[src/rtl/rs232_pkg.sv]
// Shared constants and helpers for the RS-232 buffering blocks.
package rs232_pkg;

  localparam int DEFAULT_WORD_LEN = 8;
  localparam int DEFAULT_DEPTH    = 16;

  // Ceiling log2 for tools lacking $clog2; returns 0 for values of 1 or less.
  function automatic int clog2(input int value);
    int result;
    int v;
    result = 0;
    v      = value - 1;
    while (v > 0) begin
      result = result + 1;
      v      = v >> 1;
    end
    return result;
  endfunction

endpackage

[src/rtl/fifo_ram.sv]
// DEPTH x WORD_LEN storage: one synchronous write port, one asynchronous read port.
module fifo_ram #(
  parameter int WORD_LEN = 8,
  parameter int DEPTH    = 16,
  parameter int AW       = 4
) (
  input  logic                clk,
  input  logic                we,
  input  logic [AW-1:0]       waddr,
  input  logic [WORD_LEN-1:0] wdata,
  input  logic [AW-1:0]       raddr,
  output logic [WORD_LEN-1:0] rdata
);

  logic [WORD_LEN-1:0] mem [DEPTH];

  // NOTE: storage carries no reset; the pointers alone define which words are live.
  always_ff @(posedge clk) begin
    if (we) mem[waddr] <= wdata;
  end

  assign rdata = mem[raddr];

endmodule

[src/rtl/fifo_sync_flags.sv]
// Single-clock FIFO with occupancy count, threshold flags, sticky error flags,
// synchronous clear and a selectable registered or first-word-fall-through read.
module fifo_sync_flags
  import rs232_pkg::*;
#(
  parameter int WORD_LEN = DEFAULT_WORD_LEN,
  parameter int DEPTH    = DEFAULT_DEPTH,
  parameter bit FWFT     = 1'b0,
  parameter int AF_LEVEL = DEPTH - 2,
  parameter int AE_LEVEL = 2,
  localparam int AW      = clog2(DEPTH)
) (
  input  logic                clk,
  input  logic                rst,
  input  logic                clr,
  input  logic [WORD_LEN-1:0] wr_data,
  input  logic                we,
  input  logic                re,
  output logic [WORD_LEN-1:0] rd_data,
  output logic                rd_valid,
  output logic                full,
  output logic                empty,
  output logic                almost_full,
  output logic                almost_empty,
  output logic [AW:0]         count,
  output logic                overflow,
  output logic                underflow
);

  localparam logic [AW:0] PTR_ONE = (AW + 1)'(1);

  logic [AW:0]         wptr;
  logic [AW:0]         rptr;
  logic                wr_acc;
  logic                rd_acc;
  logic [WORD_LEN-1:0] ram_q;

  // One extra pointer bit distinguishes full from empty when the addresses match.
  assign empty        = (wptr == rptr);
  assign full         = (wptr[AW] != rptr[AW]) && (wptr[AW-1:0] == rptr[AW-1:0]);
  assign count        = wptr - rptr;
  assign almost_full  = int'(count) >= AF_LEVEL;
  assign almost_empty = int'(count) <= AE_LEVEL;

  // A full FIFO still takes a write when a read frees a slot on the same edge.
  assign rd_acc = re && !empty && !clr;
  assign wr_acc = we && (!full || rd_acc) && !clr;

  fifo_ram #(
    .WORD_LEN (WORD_LEN),
    .DEPTH    (DEPTH),
    .AW       (AW)
  ) u_ram (
    .clk   (clk),
    .we    (wr_acc),
    .waddr (wptr[AW-1:0]),
    .wdata (wr_data),
    .raddr (rptr[AW-1:0]),
    .rdata (ram_q)
  );

  // NOTE: sequential state uses non-blocking assignments so every register samples pre-edge values.
  always_ff @(posedge clk or negedge rst) begin
    if (!rst) begin
      wptr      <= '0;
      rptr      <= '0;
      overflow  <= 1'b0;
      underflow <= 1'b0;
    end else if (clr) begin
      wptr      <= '0;
      rptr      <= '0;
      overflow  <= 1'b0;
      underflow <= 1'b0;
    end else begin
      if (wr_acc) wptr <= wptr + PTR_ONE;
      if (rd_acc) rptr <= rptr + PTR_ONE;
      if (we && !wr_acc) overflow <= 1'b1;
      if (re && empty) underflow <= 1'b1;
    end
  end

  generate
    if (FWFT) begin : g_fwft
      assign rd_data  = ram_q;
      assign rd_valid = !empty;
    end else begin : g_registered
      always_ff @(posedge clk or negedge rst) begin
        if (!rst) begin
          rd_data  <= '0;
          rd_valid <= 1'b0;
        end else begin
          rd_valid <= rd_acc;
          if (rd_acc) rd_data <= ram_q;
        end
      end
    end
  endgenerate

endmodule

[config.mk]
export PLATFORM = sky130hd
export DESIGN_NAME = fifo_sync_flags
export DESIGN_NICKNAME = d
export VERILOG_FILES = /design/src/rtl/rs232_pkg.sv /design/src/rtl/fifo_ram.sv /design/src/rtl/fifo_sync_flags.sv
export SDC_FILE = /design/constraint.sdc
export NUM_CORES = 1
export LEC_CHECK = 0
export BUFFER_PORTS_ARGS = -buffer_cell sky130_fd_sc_hd__clkbuf_2
export CORE_MARGIN = 3
export CORE_UTILIZATION = 35
export CTS_BUF_LIST = sky130_fd_sc_hd__clkbuf_8
export CTS_CLUSTER_SIZE = 10
export DETAILED_ROUTE_END_ITERATION = 12
export PLACE_DENSITY_LB_ADDON = 0.08
export REMOVE_ABC_BUFFERS = 1
export SYNTH_ARGS = -nofsm -noshare
export SYNTH_HDL_FRONTEND = slang
export SYNTH_SLANG_ARGS = --single-unit
export TNS_END_PERCENT = 50
[constraint.sdc]
create_clock -name clk -period 2.6 [get_ports clk]
set_input_delay 0.52 -clock clk [delete_from_list [all_inputs] [get_ports clk]]
set_output_delay 0.52 -clock clk [all_outputs]
set_load 0.02 [all_outputs]
==> run metrics <==
status complete, but fails checks; failing checks setup timing; Total Power 5663 uW; hold violation total from the final report 0; Max IR drop VDD 0.0002869 V; Netlist cell types 43; final hold slack 0.07797 ns; Crit path buffers/inverters 3; Mapped Area 6165 um2; Final Max Tran Viols 0; drt pass-1 iters 4; Clk pin slew, worst setup/hold paths 0.08 ns; GRT Total Usage 15.07%; Setup Skew 0.008311 ns; clock sinks 149; Total Nets Final 457; critical path startpoint category flip-flop; Core Area 16,940 um2; CP delay by family, top compound AO/OA/AOI/OAI gates; H-Tree Depth 4; Root Driver clkbuf_8; highest clock rate 358.7 MHz; Initial Util 36.40%; power density over the cells 796.8 nW/um2; synthesized area per cell 16.18 um2; Avg Vias per Cell 5.051; Slew HR 42.82%; Worst Path Arrival 2.27 ns; mean routed wirelength per cell 20.85 um; ratio of cells with drive above 1 in the final layout 24.44%; Die X 138.7 um; Design Area, Final 7107 um2; Worst-Margin Slew 0.8546 ns; worst skew pair latency 0.45 ns; Final min period 2.788 ns; Final WS setup -0.1878 ns; Antenna Nets Post-Route 0; HP Class input port to asynchronous set/reset pin; Detail Placement HPWL 8984 um; Final Cycle Share 107.2%; RSZ-0062 raised after global routing true; ANT cells 0; PortBufs 32; Crit path largest cell delay 0.39 ns; leakage dissipation 0.002395 uW; vias in the first global route 3,370; Worst path most repeated cell inv_2; largest net degree at the start of global routing 60; placed inst area 6631 um2; yosys warns 0; register area share after synthesis 70.87%; worst setup path class flip-flop to output port; Top Ports 33; Die ar. 19,240 um2; critical path required time 2.08 ns; WL final 13,880 um; CTS Buf Count 17; CP Capture Type output port; top cell type's share of synthesized area 62.35%; worst-path maximum fanout 3; aggregate negative setup slack -0.4841 ns; # Max-Cap Violations 0; hold buffers post-CTS 0; clk buf depth 2; Cells after Synth 381; initial antenna violation count 0; final non-filler cell total 666; Crit-path slowest cell dfrtp_1; FF+latch count, synth 149; cell taking the most area after synthesis edfxtp_1; Die H 138.7 um; DP Cell Count 633; total congestion overflow 0; ranking of synthesized cells by area edfxtp_1 (62%), dfrtp_1 (8.5%), mux2i_1 (8.1%); via count 3,364; Row Count 47; Layout area overhead 15.28%; CP Cell Sequence inv_2 -> ha_4 -> inv_2 -> fa_2 -> a21o_1 -> a21oi_2 -> xnor2_2 -> a41o_1 -> clkbuf_8; global-route wire length before repair 21,370 um; residual DRC count 0; gpl congestion 0.7872; Final setup viols 4; flop-to-flop setup slack 0.24 ns; CTS tree done; initial drt markers 200
## final cells by class
class	count	area (um2)
Clock buffer	17	234.0
Multi-Input combinational cell	206	1698
Tap cell	220	275.3
Timing Repair Buffer	51	330.3
Clock inverter	14	161.4
Fill cell	1564	9829
Inverter	9	33.78
Sequential cell	149	4374
## cells in the final DEF, fill, tap and decap left out, types with 7 or more instances in the layout
cell type and count:
a221oi_1 8, buf_4 18, mux4_2 8, o22ai_1 16
o21ai_0 12, dfrtp_1 19, nand2_1 7, nor2_1 29
edfxtp_1 128, mux2i_1 50, nor3_1 13, clkbuf_8 18
clkbuf_2 28, a21oi_1 13, ha_1 7, inv_1 7
## stage by stage
stage	utilization [%]	setup WS, ns
4_1_cts	41.96	-0.1693
6_report	41.96	-0.1878
2_1_floorplan	-	-1.935
3_5_place_dp	39.15	0.1571
5_1_grt	41.96	-0.3119
3_3_place_gp	39.15	0.1971
## kinds of logic (layout without fill, tap and decap cells)
kind of cell | count (synthesis) | count (layout) | synth area share [%]
multiplexers | 58 | 58 | 11.04
AO/OA/AOI/OAI | 63 | 63 | 6.962
flip-flops | 149 | 149 | 70.87
AND/OR/NAND/NOR | 67 | 67 | 5.216
adder cells (fa/ha/maj) | 10 | 10 | 2.151
buffers and inverters | 26 | 91 | 2.375
XOR/XNOR | 8 | 8 | 1.380
## cell usage after synthesis (all sizes together)
cell type / instances
o311a: 1
edfxtp: 128
ha: 9
xor2: 4
a31oi: 1
a221oi: 8
o21ai: 15
mux4: 8
o311ai: 1
nand4: 1
or3b: 1
nand3: 2
clkbuf: 9
buf: 8
o22ai: 16
a21oi: 14
nand2b: 2
o31ai: 1
nand3b: 2
a41o: 1
a211oi: 1
fa: 1
inv: 9
nand2: 7
mux2i: 50
nor3: 13
dfrtp: 21
or3: 5
a21o: 2
o21a: 1
nor2: 29
and2: 2
nor2b: 3
o211ai: 1
xnor2: 4
## registers in the layout, summed over array words and instances, names as in the netlist
register,count
u_ram.mem,128
rd_data,8
rptr,5
wptr,5
overflow,1
rd_valid,1
underflow,1
## metal layers
| metal | vias to the layer above | track usage, % | part of all wire [%] |
|---|---|---|---|
| li1 | 1582 | - | - |
| met1 | 1707 | 21.90 | 50 |
| met2 | 58 | 22.30 | 46 |
| met3 | 17 | 3.379 | 2.9 |
| met4 | 0 | 5.510 | 1.5 |
| met5 | - | 0 | 0 |
## where the power goes
group          leakage [uW]  switching, uW  total, uW  internal (uW)
Combinational      0.000777            670       1130            458
Clock              0.000202            855       1790            937
Sequential          0.00142           55.6       2740           2690
Total               0.00240           1580       5660           4080
## worst paths after layout
check | cells after the start | end | from
max | 9 | almost_full | wptr[0]
min | 1 | rptr[2] | rst
max reg2reg | 6 | u_ram.mem[8][3] | rptr[2]
min reg2reg | 2 | underflow | underflow
max in group asynchronous | 1 | rptr[0] | rst
min in group clk | 3 | overflow | we
## timing repair
item / 4_1_cts / 5_1_grt
gates resized for setup: 17 / 3
endpoints found under the setup margin: 4 / 4
pin swaps: 3 / 1
setup buffers: 2 / 0
No activity file was read; power rests on OpenSTA's default activity.
